## config.mk

```make
export PLATFORM = sky130hd
export DESIGN_NAME = simd_sequencer_flat
export DESIGN_NICKNAME = d
export VERILOG_FILES = /design/src/rtl/simd_sequencer_if.sv /design/src/rtl/simd_sequencer.sv /design/src/flat_wrapper.sv
export SDC_FILE = /design/constraint.sdc
export NUM_CORES = 1
export LEC_CHECK = 0
export ABC_CLOCK_PERIOD_IN_PS = 3800
export CORE_UTILIZATION = 51
export DETAILED_ROUTE_END_ITERATION = 16
export PLACE_DENSITY = 0.82
export SETUP_SLACK_MARGIN = 0.3
export SYNTH_ARGS = -nofsm -noshare
export SYNTH_HDL_FRONTEND = slang
export SYNTH_SLANG_ARGS = --single-unit
export TNS_END_PERCENT = 10
```

## constraint.sdc

```tcl
create_clock -name clk -period 3.8 [get_ports clk]
set_input_delay 0.57 -clock clk [delete_from_list [all_inputs] [get_ports clk]]
set_output_delay 0.57 -clock clk [all_outputs]
set_load 0.02 [all_outputs]
```

## src/rtl/simd_sequencer_if.sv

```systemverilog
// Sequencer-to-datapath bundle: instruction memory, register-file ports,
// ALU opcode/result and run control.
interface simd_sequencer_if #(
  parameter int OPCODE_WIDTH = 4,
  parameter int DATA_WIDTH   = 32,
  parameter int IMEM_AW      = 8
);
  logic                    start;
  logic [IMEM_AW-1:0]      imem_addr;
  logic [15:0]             imem_rdata;
  logic [3:0]              rf_raddr_a;
  logic [3:0]              rf_raddr_b;
  logic [OPCODE_WIDTH-1:0] opcode;
  logic [DATA_WIDTH-1:0]   alu_out;
  logic                    rf_we;
  logic [3:0]              rf_waddr;
  logic [DATA_WIDTH-1:0]   rf_wdata;
  logic                    busy;
  logic                    done;

  modport master (
    input  start, imem_rdata, alu_out,
    output imem_addr, rf_raddr_a, rf_raddr_b, opcode,
           rf_we, rf_waddr, rf_wdata, busy, done
  );

  modport slave (
    output start, imem_rdata, alu_out,
    input  imem_addr, rf_raddr_a, rf_raddr_b, opcode,
           rf_we, rf_waddr, rf_wdata, busy, done
  );
endinterface

```

## src/rtl/simd_sequencer.sv

```systemverilog
// Three-cycle FETCH/ISSUE/WB instruction sequencer driving an external ALU
// and register file, with a DOTP accumulator flushed by STORE_RESULT.
module simd_sequencer #(
  parameter int OPCODE_WIDTH = 4,
  parameter int DATA_WIDTH   = 32,
  parameter int IMEM_AW      = 8
) (
  input  logic             clk,
  input  logic             rstn,
  simd_sequencer_if.master bus
);

  typedef enum logic [2:0] {
    S_IDLE, S_FETCH, S_ISSUE, S_WB, S_HALT
  } state_t;

  localparam logic [3:0] OP_NOOP  = 4'd0;
  localparam logic [3:0] OP_ADD   = 4'd1;
  localparam logic [3:0] OP_SUB   = 4'd2;
  localparam logic [3:0] OP_MUL   = 4'd3;
  localparam logic [3:0] OP_DOTP  = 4'd4;
  localparam logic [3:0] OP_STRES = 4'd7;
  localparam logic [3:0] OP_STOP  = 4'd8;

  state_t                r_state;
  logic [IMEM_AW-1:0]    r_pc;
  logic [DATA_WIDTH-1:0] r_acc;
  logic [7:0]            r_instr_hi;

  function automatic logic [3:0] legal_op(input logic [3:0] op);
    return (op > OP_STOP) ? OP_NOOP : op;
  endfunction

  logic       w_issue;
  logic       w_wb;
  logic [3:0] w_iss_op;
  logic [3:0] w_wb_op;
  logic       w_stop;
  logic       w_alu_wr;
  logic       w_res_wr;

  assign w_issue  = (r_state == S_ISSUE);
  assign w_wb     = (r_state == S_WB);
  assign w_iss_op = legal_op(bus.imem_rdata[15:12]);
  assign w_wb_op  = legal_op(r_instr_hi[7:4]);
  assign w_stop   = w_issue && (w_iss_op == OP_STOP);
  assign w_alu_wr = w_wb && ((w_wb_op == OP_ADD) || (w_wb_op == OP_SUB) ||
                             (w_wb_op == OP_MUL));
  assign w_res_wr = w_wb && (w_wb_op == OP_STRES);

  always_ff @(posedge clk) begin
    if (!rstn) begin
      r_state    <= S_IDLE;
      r_pc       <= '0;
      r_acc      <= '0;
      r_instr_hi <= '0;
    end else begin
      case (r_state)
        S_IDLE: begin
          if (bus.start) begin
            r_pc    <= '0;
            r_acc   <= '0;
            r_state <= S_FETCH;
          end
        end
        S_FETCH: r_state <= S_ISSUE;
        S_ISSUE: begin
          r_instr_hi <= bus.imem_rdata[15:8];
          r_state    <= w_stop ? S_HALT : S_WB;
        end
        S_WB: begin
          r_pc <= r_pc + 1'b1;
          if (w_wb_op == OP_DOTP)  r_acc <= r_acc + bus.alu_out;
          if (w_wb_op == OP_STRES) r_acc <= '0;
          r_state <= S_FETCH;
        end
        S_HALT:  r_state <= S_IDLE;
        default: r_state <= S_IDLE;
      endcase
    end
  end

  // Outputs are gated by rstn so a reset landing in WB never reaches the RF.
  assign bus.imem_addr  = (rstn && (r_state == S_FETCH)) ? r_pc : '0;
  assign bus.opcode     = (rstn && w_issue) ? OPCODE_WIDTH'(w_iss_op) : '0;
  assign bus.rf_raddr_a = (rstn && w_issue) ? bus.imem_rdata[7:4] : 4'd0;
  assign bus.rf_raddr_b = (rstn && w_issue) ? bus.imem_rdata[3:0] : 4'd0;
  assign bus.rf_we      = rstn && (w_alu_wr || w_res_wr);
  assign bus.rf_waddr   = bus.rf_we ? r_instr_hi[3:0] : 4'd0;
  assign bus.rf_wdata   = !rstn    ? '0 :
                          w_alu_wr ? bus.alu_out :
                          w_res_wr ? r_acc : '0;
  assign bus.busy       = rstn && ((r_state == S_FETCH) || w_issue || w_wb);
  assign bus.done       = rstn && w_stop;

endmodule

```

## src/flat_wrapper.sv

```systemverilog
// flat-port wrapper written by rule: the top's interface ports become plain ports
module simd_sequencer_flat 
#(
  parameter int OPCODE_WIDTH = 4,
  parameter int DATA_WIDTH   = 32,
  parameter int IMEM_AW      = 8
)
  (clk, rstn, bus_start, bus_imem_rdata, bus_alu_out, bus_imem_addr, bus_rf_raddr_a, bus_rf_raddr_b, bus_opcode, bus_rf_we, bus_rf_waddr, bus_rf_wdata, bus_busy, bus_done);
  simd_sequencer_if #(.OPCODE_WIDTH(OPCODE_WIDTH), .DATA_WIDTH(DATA_WIDTH), .IMEM_AW(IMEM_AW)) bus_i ();
  input  logic clk;
  input  logic rstn;
  input wire logic [$bits(bus_i.start)-1:0] bus_start;
  input wire logic [$bits(bus_i.imem_rdata)-1:0] bus_imem_rdata;
  input wire logic [$bits(bus_i.alu_out)-1:0] bus_alu_out;
  output wire logic [$bits(bus_i.imem_addr)-1:0] bus_imem_addr;
  output wire logic [$bits(bus_i.rf_raddr_a)-1:0] bus_rf_raddr_a;
  output wire logic [$bits(bus_i.rf_raddr_b)-1:0] bus_rf_raddr_b;
  output wire logic [$bits(bus_i.opcode)-1:0] bus_opcode;
  output wire logic [$bits(bus_i.rf_we)-1:0] bus_rf_we;
  output wire logic [$bits(bus_i.rf_waddr)-1:0] bus_rf_waddr;
  output wire logic [$bits(bus_i.rf_wdata)-1:0] bus_rf_wdata;
  output wire logic [$bits(bus_i.busy)-1:0] bus_busy;
  output wire logic [$bits(bus_i.done)-1:0] bus_done;
  assign bus_i.start = bus_start;
  assign bus_i.imem_rdata = bus_imem_rdata;
  assign bus_i.alu_out = bus_alu_out;
  assign bus_imem_addr = bus_i.imem_addr;
  assign bus_rf_raddr_a = bus_i.rf_raddr_a;
  assign bus_rf_raddr_b = bus_i.rf_raddr_b;
  assign bus_opcode = bus_i.opcode;
  assign bus_rf_we = bus_i.rf_we;
  assign bus_rf_waddr = bus_i.rf_waddr;
  assign bus_rf_wdata = bus_i.rf_wdata;
  assign bus_busy = bus_i.busy;
  assign bus_done = bus_i.done;
  simd_sequencer #(.OPCODE_WIDTH(OPCODE_WIDTH), .DATA_WIDTH(DATA_WIDTH), .IMEM_AW(IMEM_AW)) u_core (.clk(clk), .rstn(rstn), .bus(bus_i));
endmodule
```

==> summary.md, run 1 <==
| Metric | Value |
|---|---|
| Hpwl dp | 8844 um |
| Ports | 110 |
| Setup crit end kind | flip-flop |
| CTS HTree Levels | 2 |
| Placed cells | 763 |
| Post-Syn Area per Cell | 7.703 um2 |
| Non-Filler Instances | 772 |
| Peak VDD IR | 151.8 uV |
| DR pass1 iterations | 5 |
| FP Rows | 33 |
| Die height | 95.19 um |
| Vias in the first global route | 4,319 |
| Routed Antenna Nets | 0 |
| Worst slew pin tran | 0.8075 ns |
| Diodes inserted | 0 |
| FILL cells | 709 |
| Tmin final | 3.356 ns |
| Unique masters post-synth | 65 |
| Critical Path AT | 3.56 ns |
| Pwr Density | 218.4 nW/um2 |
| Hold WC Path Type | reg -> reg |
| Most used DFF post-synth | dfxtp_1 |
| Synthesized Nets | 659 |
| Final setup fails | 0 |
| Worst-path fanout max | 6 |
| Area growth syn-to-layout | 28.16% |
| Grt ovf | 0 |
| Initial Utilization | 53.37% |
| Sink Count | 51 |
| Slew headroom | 45.84% |
| Unrepaired setup endpoints after global routing | true |
| Nets | 750 |
| F_max | 298.0 MHz |
| Fin crit share | 88.32% |
| Core Footprint | 8299 um2 |
| Area enclosed by the die boundary | 9061 um2 |
| Clock Path Buffers | 2 |
| CTS resizes | 0 |
| Hold Violations, Final | 0 |
| Clock root buffer | clkbuf_8 |
| PortBufs | 109 |
| Req. time, crit path | 4.00 ns |
| Status | finished, final reports clean |
| Cts bufs inserted | 5 |
| TNS Setup | 0 ns |
| GPL Wtd Cong | 0.9406 |
| P_leak | 2.201 nW |
| Largest net degree at the start of global routing | 45 |
| WL/cell | 15.35 um |
| FFs w/ async S/R, synth | 0% |
| Die width | 95.19 um |
| Final WL | 11,850 um |
| Clock Pin Slew Worst Setup and Hold Paths | 0.10 ns |
| CTS Hold Buffers Added | 0 |
| Yosys reg bits | 51 |
| Clock Skew | 0.005491 ns |
| CTS tree | done |
| Crit start category | input port |
| First-pass GRT wire length | 19,610 um |
| Slew Viols, Final | 0 |
| DR iter-0 viols | 241 |
| Setup CP Type | in -> reg |
| Max-Cap Viols | 0 |
| Synth Warn # | 0 |
| Skew-Pair Late Insertion Delay | 0.31 ns |
| Synth Instances | 575 |
| Via/cell ratio | 5.926 |
| Post-route cell area | 5677 um2 |
| Placed Area | 5552 um2 |
| Number of synthesized flops with an enable pin | 0 |
| Layout cells sized above 1 | 5.697% |
| Seq/Total Area, Yosys | 23.05% |
| Initial antenna violation count | 0 |
| Gr usage total | 26.65% |
| Cell Area, Synth | 4429 um2 |
| Residual DRC count | 0 |
| Vias | 4,575 |
[through the flow]
step           utilization (%)  setup slack, ns  total power [mW]  hold slack [ns]
4_1_cts                  68.31           0.4964             1.243           0.4876
6_report                 68.40           0.4438             1.240           0.4832
3_5_place_dp             66.89           0.1896            0.8380           0.4730
2_1_floorplan                -           0.9827            0.7340           0.4426
5_1_grt                  68.40           0.2631             1.295           0.5116
3_3_place_gp             66.89           0.3010            0.8304           0.4571
[cell type report]
| type | count | area (um2) | share of cell area [%] |
|---|---|---|---|
| timing repair buffer | 118 | 1154 | 20.32 |
| multi-input combinational | 482 | 3223 | 56.78 |
| tap | 105 | 131.4 | 2.314 |
| clock inverter | 2 | 35.03 | 0.6171 |
| clock buffer | 6 | 82.58 | 1.455 |
| sequential | 51 | 1021 | 17.99 |
| inverter | 8 | 30.03 | 0.5290 |
[cell families (layout without fill, tap and decap cells)]
logic type | Yosys count | count (layout) | synth area share, %
flops | 51 | 51 | 23.05
buf+inv | 42 | 134 | 4.435
simple gates | 233 | 233 | 28.98
compound gates | 180 | 180 | 26.64
xor+xnor | 26 | 26 | 5.141
fa+ha+maj | 34 | 34 | 9.717
mux | 9 | 9 | 2.034
[layout by cell type (no fill, tap or decap), drive strengths merged, types with 6 or more instances in the layout]
cell           synthesis  routed
clkdlybuf4s50          0     108
nor2b                 59      59
dfxtp                 51      51
nand2                 46      46
a22oi                 46      46
a21oi                 43      43
o21ai                 36      36
ha                    32      32
nor2                  29      29
and2                  21      21
a21o                  18      18
nand3                 17      17
xnor2                 16      16
and3                  15      15
xor2                  10      10
buf                    6      10
mux2i                  9       9
inv                    8       8
nor3                   7       7
a211oi                 7       7
clkbuf                27       6
[registers in the layout (all words and copies together), names as in the netlist]
| name | flops |
|---|---|
| u_core.r_pc | 8 |
| u_core.r_state | 3 |
| u_core.r_acc | 32 |
| u_core.r_instr_hi | 8 |
[synthesized netlist by cell type (3+ instances only)]
cell,count,area share [%]
a31oi_1,4,0.56
dfxtp_1,51,23
inv_1,8,0.68
nor2b_1,59,8.3
a22oi_1,46,7.8
nand2b_1,4,0.56
buf_6,3,0.76
nor3_1,7,0.79
mux2i_1,9,2.0
o22ai_1,3,0.42
xnor2_1,16,3.2
o21ai_0,30,3.4
a211oi_1,7,1.2
nand4_1,5,0.71
xor2_1,10,2.0
a21o_1,16,2.7
and2b_2,3,0.59
and2_1,20,2.8
nor3b_1,4,0.68
nand3b_1,4,0.68
a21oi_1,43,4.9
or2_2,3,0.42
nor2_1,29,2.5
clkbuf_1,25,2.1
nand2_1,46,3.9
nand3_1,17,1.9
and3_1,13,1.8
o21ai_1,5,0.56
ha_1,32,9.0
nor4_1,5,0.71
or3_1,3,0.42
o21a_1,4,0.68
[critical path: stages]
cell	delay, ns
clkdlybuf4s50_1	0.43
ha_1	0.39
a21oi_1	0.29
nand2_1	0.09
a2111oi_0	0.61
o31ai_1	0.22
and2_1	0.22
a21oi_1	0.29
o211ai_1	0.15
a211o_1	0.31
[power by group]
group	switching (mW)	internal [mW]	total (mW)
sequential	0.0123	0.546	0.558
combinational	0.141	0.131	0.272
clock	0.196	0.214	0.410
total	0.350	0.890	1.24
[path summary, 6_finish.rpt]
check              startpoint               end  slack, ns  cells after the start
min reg2reg  u_core.r_acc[20]  u_core.r_acc[20]       0.48                      2
max            bus_alu_out[8]  u_core.r_acc[31]       0.44                     10
max reg2reg   u_core.r_acc[8]  u_core.r_acc[31]       0.81                      9
min          u_core.r_acc[20]  u_core.r_acc[20]       0.48                      2
[routing by layer]
metal  wire [um]  part of all wire [%]  vias up  GRT usage, %
met4         127                   1.1        0         7.449
met5           0                     0        -             0
met3         649                   5.5       13         3.748
met2        5810                    49      154         47.98
li1            -                     -     2265             -
met1        5265                    44     2143         32.75
[timing repair]
action / in CTS / in global routing
endpoints found under the setup margin: 0 / 5
endpoints found under the hold margin: 0 / 0
setup buffers: 0 / 1
Note: power is estimated with default switching activity, not from simulation.
==> run 2, diff against run 1 <==
--- a/config.mk
+++ b/config.mk
@@ -6,9 +6,10 @@
 export NUM_CORES = 1
 export LEC_CHECK = 0
 export ABC_CLOCK_PERIOD_IN_PS = 3800
-export CORE_UTILIZATION = 51
+export CORE_UTILIZATION = 52
+export CTS_BUF_LIST = sky130_fd_sc_hd__clkbuf_4
 export DETAILED_ROUTE_END_ITERATION = 16
-export PLACE_DENSITY = 0.82
+export PLACE_DENSITY = 0.84
 export SETUP_SLACK_MARGIN = 0.3
 export SYNTH_ARGS = -nofsm -noshare
 export SYNTH_HDL_FRONTEND = slang
==> summary.md, run 2 (synthesis gave the netlist of run 1 again) <==
| Metric | Value |
|---|---|
| Tmin final | 3.268 ns (was 3.356 ns) |
| Peak VDD IR | 224.3 uV (was 151.8 uV) |
| Power Internal | 0.8113 mW (was 0.8900 mW) |
| TNS Setup | 0 ns (unchanged) |
| Switching part of the total | 29.27% (was 28.23%) |
| Top reg by flops | u_core.r_acc (unchanged) |
| Placed Area | 5537 um2 (was 5552 um2) |
| GPL Wtd Cong | 0.9057 (was 0.9406) |
| Setup crit end kind | output port (was flip-flop) |
| Most frequent cells in the layout | clkdlybuf4s50_1 (108), nor2b_1 (59), dfxtp_1 (51) (unchanged) |
| Clk network pwr share | 27.8% (was 33.1%) |
| Non-Filler Instances | 768 (was 772) |
| Initial antenna violation count | 0 (unchanged) |
| Req. time, crit path | 3.23 ns (was 4.00 ns) |
| R2R setup slack | 0.89 ns (was 0.81 ns) |
| F_max | 306.0 MHz (was 298.0 MHz) |
| CP peak stage delay | 0.61 ns (about the same) |
| Via/cell ratio | 5.969 (was 5.926) |
| Clock Skew | 0.008121 ns (was 0.005491 ns) |
| Final WL | 11,560 um (was 11,850 um) |
| FP Rows | 33 (unchanged) |
| Initial Utilization | 53.91% (was 53.37%) |
| Cts bufs inserted | 5 (unchanged) |
| Placed cells | 761 (was 763) |
| Diodes inserted | 0 (unchanged) |
| Vias in the first global route | 4,258 (was 4,319) |
| Gr usage total | 26.60% (was 26.65%) |
| Largest net degree at the start of global routing | 52 (was 45) |
| Crit-path slowest cell | clkdlybuf4s50_1 (was a2111oi_0) |
| Skew-Pair Late Insertion Delay | 0.37 ns (was 0.31 ns) |
| Grt ovf | 0 (unchanged) |
| Max-Cap Viols | 0 (unchanged) |
| WL/cell | 15.06 um (was 15.35 um) |
| Critical Path AT | 2.70 ns (was 3.56 ns) |
| Final setup fails | 0 (unchanged) |
| Sink Count | 51 (unchanged) |
| Clock Path Buffers | 2 (unchanged) |
| First-pass GRT wire length | 19,210 um (was 19,610 um) |
| DR pass1 iterations | 5 (unchanged) |
| Tot Pwr | 1.147 mW (was 1.240 mW) |
| Worst path bufs/invs | 2 (was 1) |
| Ports | 110 (unchanged) |
| Slew Viols, Final | 0 (unchanged) |
| P_leak | 2.164 nW (was 2.201 nW) |
| Hold Violations, Final | 0 (unchanged) |
| Core Footprint | 8217 um2 (was 8299 um2) |
| Fin crit share | 86.00% (was 88.32%) |
| Routed Antenna Nets | 0 (unchanged) |
| CP Cell Sequence | nand3b_1, nor4_2, buf_6, a22oi_1, nor2b_1, clkdlybuf4s50_1 (was clkdlybuf4s50_1, ha_1, a21oi_1, nand2_1, a2111oi_0, o31ai_1, and2_1, a21oi_1, o211ai_1, a211o_1) |
| Crit start category | flip-flop (was input port) |
| Die height | 94.29 um (was 95.19 um) |
| Layout cells sized above 1 | 5.279% (was 5.697%) |
| CTS resizes | 0 (unchanged) |
| Hpwl dp | 8717 um (was 8844 um) |
| Seq pwr share | 48.7% (was 45.0%) |
| Clock root buffer | clkbuf_4 (was clkbuf_8) |
| Post-route cell area | 5617 um2 (was 5677 um2) |
| Commonest non-fill, non-tap cell in the layout | clkdlybuf4s50_1 (unchanged) |
| Unrepaired setup endpoints after global routing | false (was true) |
| Die width | 94.29 um (was 95.19 um) |
| CTS Hold Buffers Added | 0 (unchanged) |
| Vias | 4,584 (was 4,575) |
| Worst-path fanout max | 32 (was 6) |
| CTS tree | done (unchanged) |
| DR iter-0 viols | 254 (was 241) |
| Logic pwr share | 23.5% (was 22.0%) |
| Area enclosed by the die boundary | 8891 um2 (was 9061 um2) |
| Status | finished, final reports clean (unchanged) |
| Slew headroom | 57.33% (was 45.84%) |
| PortBufs | 109 (unchanged) |
| Leading registers by flop count | u_core.r_acc: 32 flops, u_core.r_instr_hi: 8 flops, u_core.r_pc: 8 flops (unchanged) |
| Residual DRC count | 0 (unchanged) |
| Nets | 747 (was 750) |
| Worst slew pin tran | 0.6239 ns (was 0.8075 ns) |
| Clock Pin Slew Worst Setup and Hold Paths | 0.16 ns (was 0.10 ns) |
| Area growth syn-to-layout | 26.81% (was 28.16%) |
| Largest register FFs | 32 (unchanged) |
| Postcts setup bufs | 0 (unchanged) |
| Pwr Density | 204.2 nW/um2 (was 218.4 nW/um2) |
| Switch Pwr | 0.3358 mW (was 0.3500 mW) |
| Setup CP Type | reg -> out (was in -> reg) |
| CTS HTree Levels | 2 (unchanged) |
| Hold WC Path Type | reg -> reg (unchanged) |
| Cell family with most CP delay | buffers and inverters (was compound AO/OA/AOI/OAI gates) |
## run 2: per-layer routing
metal,vias to the layer above,wire (um),global-route usage [%]
li1,2259,-,-
met1,2176,5119,33.46
met2,130,5631,46.32
met3,19,592,3.479
met4,0,220,8.718
met5,-,0,0
## run 2: area by class of cell
type	instances	area (um2)
multi-input combinational	482	3224
fill	711	2600
timing repair buffer	115	1135
sequential	51	1021
tap	105	131.4
clock buffer	5	37.54
clock inverter	2	37.54
inverter	8	30.03
## run 2: final timing paths
check / depth (start not counted) / start / to
min reg2reg: 2 / u_core.r_acc[25] / u_core.r_acc[25]
max: 6 / u_core.r_state[0] / bus_rf_wdata[14]
max reg2reg: 9 / u_core.r_acc[4] / u_core.r_acc[31]
min: 2 / u_core.r_acc[25] / u_core.r_acc[25]
## run 2: worst min-delay path, cell delays in order (launching register included)
cell and delay, ns:
dfxtp_1 0.36, nand2_1 0.06, o21ai_1 0.05
## run 2: through the flow
stage	util, %	setup WS [ns]	hold slack, ns
4_1_cts	68.30	0.4179	0.4922
2_1_floorplan	-	0.9827	0.4426
5_1_grt	68.36	0.3460	0.5264
3_3_place_gp	67.38	0.2885	0.4573
6_report	68.36	0.5319	0.4892
3_5_place_dp	67.38	0.2054	0.4755
## run 2: power by group through the flow
stage / sequential, mW / clock (mW) / combinational (mW)
floorplan: 0.564 / 0 / 0.170
global placement: 0.569 / 0 / 0.261
detailed placement: 0.570 / 0 / 0.266
CTS: 0.559 / 0.324 / 0.268
global route: 0.561 / 0.349 / 0.294
finish: 0.559 / 0.319 / 0.270
==> run 3, diff against run 2 <==
--- a/config.mk
+++ b/config.mk
@@ -5,11 +5,11 @@
 export SDC_FILE = /design/constraint.sdc
 export NUM_CORES = 1
 export LEC_CHECK = 0
-export ABC_CLOCK_PERIOD_IN_PS = 3800
-export CORE_UTILIZATION = 52
+export ABC_CLOCK_PERIOD_IN_PS = 2700
+export CORE_UTILIZATION = 47
 export CTS_BUF_LIST = sky130_fd_sc_hd__clkbuf_4
 export DETAILED_ROUTE_END_ITERATION = 16
-export PLACE_DENSITY = 0.84
+export PLACE_DENSITY = 0.88
 export SETUP_SLACK_MARGIN = 0.3
 export SYNTH_ARGS = -nofsm -noshare
 export SYNTH_HDL_FRONTEND = slang
==> constraint.sdc (replaced) <==
create_clock -name clk -period 2.7 [get_ports clk]
set_input_delay 0.405 -clock clk [delete_from_list [all_inputs] [get_ports clk]]
set_output_delay 0.405 -clock clk [all_outputs]
set_load 0.02 [all_outputs]
==> summary.md, run 3 (synthesis gave the netlist of run 1 again) <==
| Metric | Value |
|---|---|
| Status | finished, final reports clean (unchanged) |
| Clock Path Buffers | 2 (unchanged) |
| Via/cell ratio | 6.143 (was 5.969) |
| Post-Route Utilization | 73.01% (was 68.36%) |
| Initial antenna violation count | 0 (unchanged) |
| Slew Viols, Final | 0 (unchanged) |
| Sink Count | 51 (unchanged) |
| F_max | 377.2 MHz |
| FP Rows | 35 (was 33) |
| Pwr Density | 246.8 nW/um2 (was 204.2 nW/um2) |
| Largest net degree at the start of global routing | 38 (was 52) |
| Gr usage total | 28.09% (was 26.60%) |
| Reg2reg end | u_core.r_acc[22] (was u_core.r_acc[31]) |
| R2R setup slack | 0.05 ns (was 0.89 ns) |
| Layout cells sized above 1 | 24.43% (was 5.279%) |
| CP endpoint | bus_rf_wdata[8] (was bus_rf_wdata[14]) |
| CP startpoint | u_core.r_state[2] (was u_core.r_state[0]) |
| Top reg by flops | u_core.r_acc (unchanged) |
| P_leak | 2.860 nW (was 2.164 nW) |
| Max-Cap Viols | 0 (unchanged) |
| Routed Antenna Nets | 0 (unchanged) |
| Clock Pin Slew Worst Setup and Hold Paths | 0.17 ns (was 0.16 ns) |
| Final WL | 15,790 um (was 11,560 um) |
| Leading registers by flop count | u_core.r_acc: 32 flops, u_core.r_instr_hi: 8 flops, u_core.r_pc: 8 flops (unchanged) |
| DR pass1 iterations | 5 (unchanged) |
| Hpwl dp | 10,130 um (was 8717 um) |
| Vias | 5,258 (was 4,584) |
| Final setup fails | 0 (unchanged) |
| Hold Violations, Final | 0 (unchanged) |
| Nets | 828 (was 747) |
| DR iter-0 viols | 436 (was 254) |
| Ports | 110 (unchanged) |
| GPL Wtd Cong | 0.9124 (was 0.9057) |
| Setup crit end kind | output port (unchanged) |
| Hold WC Path Type | in -> reg (was reg -> reg) |
| PortBufs | 109 (unchanged) |
| Req. time, crit path | 2.30 ns (was 3.23 ns) |
| WL/cell | 18.45 um (was 15.06 um) |
| Worst slew pin tran | 0.5927 ns (was 0.6239 ns) |
| CTS Hold Buffers Added | 0 (unchanged) |
| Core Footprint | 9196 um2 (was 8217 um2) |
| Initial Utilization | 48.16% (was 53.91%) |
| CTS HTree Levels | 2 (unchanged) |
| Area enclosed by the die boundary | 9816 um2 (was 8891 um2) |
| Peak VDD IR | 212.5 uV (was 224.3 uV) |
| Crit start category | flip-flop (unchanged) |
| Largest register FFs | 32 (unchanged) |
| Cts bufs inserted | 5 (unchanged) |
| Worst R2R Path Depth | 13 (was 9) |
| Commonest non-fill, non-tap cell in the layout | buf_4 (was clkdlybuf4s50_1) |
| Vias in the first global route | 4,856 (was 4,258) |
| Residual DRC count | 0 (unchanged) |
| CTS tree | done (unchanged) |
| TNS Setup | 0 ns (unchanged) |
| Grt ovf | 0 (unchanged) |
| Die width | 99.08 um (was 94.29 um) |
| Most frequent cells in the layout | buf_4 (83), nor2b_1 (58), clkdlybuf4s50_1 (55) (was clkdlybuf4s50_1 (108), nor2b_1 (59), dfxtp_1 (51)) |
| Clock root buffer | clkbuf_4 (unchanged) |
| Die height | 99.08 um (was 94.29 um) |
| Slew headroom | 60.07% (was 57.33%) |
| Unrepaired setup endpoints after global routing | true (was false) |
| Skew-Pair Late Insertion Delay | 0.41 ns (was 0.37 ns) |
| Tmin final | 2.651 ns |
| Area growth syn-to-layout | 51.58% (was 26.81%) |
| Critical Path AT | 2.25 ns (was 2.70 ns) |
| First-pass GRT wire length | 22,670 um (was 19,210 um) |
| Worst-path fanout max | 16 (was 32) |
| Setup CP Type | reg -> out (unchanged) |
| Clock Skew | 0.01513 ns (was 0.008121 ns) |
| Diodes inserted | 0 (unchanged) |
| Crit Reg-Reg Startpoint | u_core.r_acc[0] (was u_core.r_acc[4]) |
| Fin crit share | 98.18% |
## run 3: report_power, final
group          switching (mW)  internal, mW
combinational           0.246         0.237
sequential             0.0212         0.770
clock                   0.283         0.101
## run 3: how the worst min path moves through the flow
stage | end | startpoint | depth (start not counted) | slack, ns
3_5_place_dp | u_core.r_acc[25] | u_core.r_acc[25] | 2 | 0.47
2_1_floorplan | u_core.r_acc[20] | u_core.r_acc[20] | 2 | 0.44
6_report | u_core.r_instr_hi[3] | rstn | 2 | 0.38
3_3_place_gp | u_core.r_acc[25] | u_core.r_acc[25] | 2 | 0.46
4_1_cts | u_core.r_instr_hi[3] | rstn | 2 | 0.39
5_1_grt | u_core.r_instr_hi[3] | rstn | 2 | 0.40
## run 3: worst max-delay path, stage by stage (launching register included)
cell and delay, ns:
dfxtp_2 0.39, nand3b_1 0.23, nor4_4 0.15, buf_4 0.18
bufbuf_16 0.31, a22oi_1 0.09, nor2b_1 0.13, dlygate4sd2_1 0.35
## run 3: cell type report
| type | count | area (um2) |
|---|---|---|
| Fill cell | 662 | 2482 |
| Multi-Input combinational cell | 482 | 3628 |
| Clock inverter | 3 | 20.02 |
| Inverter | 8 | 30.03 |
| Timing Repair Buffer | 196 | 1817 |
| Tap cell | 111 | 138.9 |
| Sequential cell | 51 | 1042 |
| Clock buffer | 5 | 37.54 |
## run 3: metal layers
metal  track usage (%)  part of all wire [%]
met1             34.49                    39
met2             49.87                    49
met3             3.617                   7.3
met4             10.86                   4.7
met5                 0                     0
## run 3: what timing repair did
action	4_1_cts	5_1_grt
pin swaps	5	25
gates resized for setup	69	77
setup buffers	3	7
endpoints found under the setup margin	75	77
cloned	2	0
## run 3: per-stage QoR
stage | setup slack (ns) | area, um2 | hold slack [ns] | cells | total power [mW]
floorplan | 0.2350 | 4548 | 0.4426 | 575 | 1.042
global placement | -0.4686 | 6206 | 0.4589 | 836 | 1.225
detailed placement | -0.5202 | 6206 | 0.4700 | 836 | 1.239
CTS | 0.03547 | 6374 | 0.3901 | 849 | 1.617
global route | -0.02273 | 6714 | 0.3962 | 856 | 1.727
finish | 0.04922 | 6714 | 0.3828 | 856 | 1.657
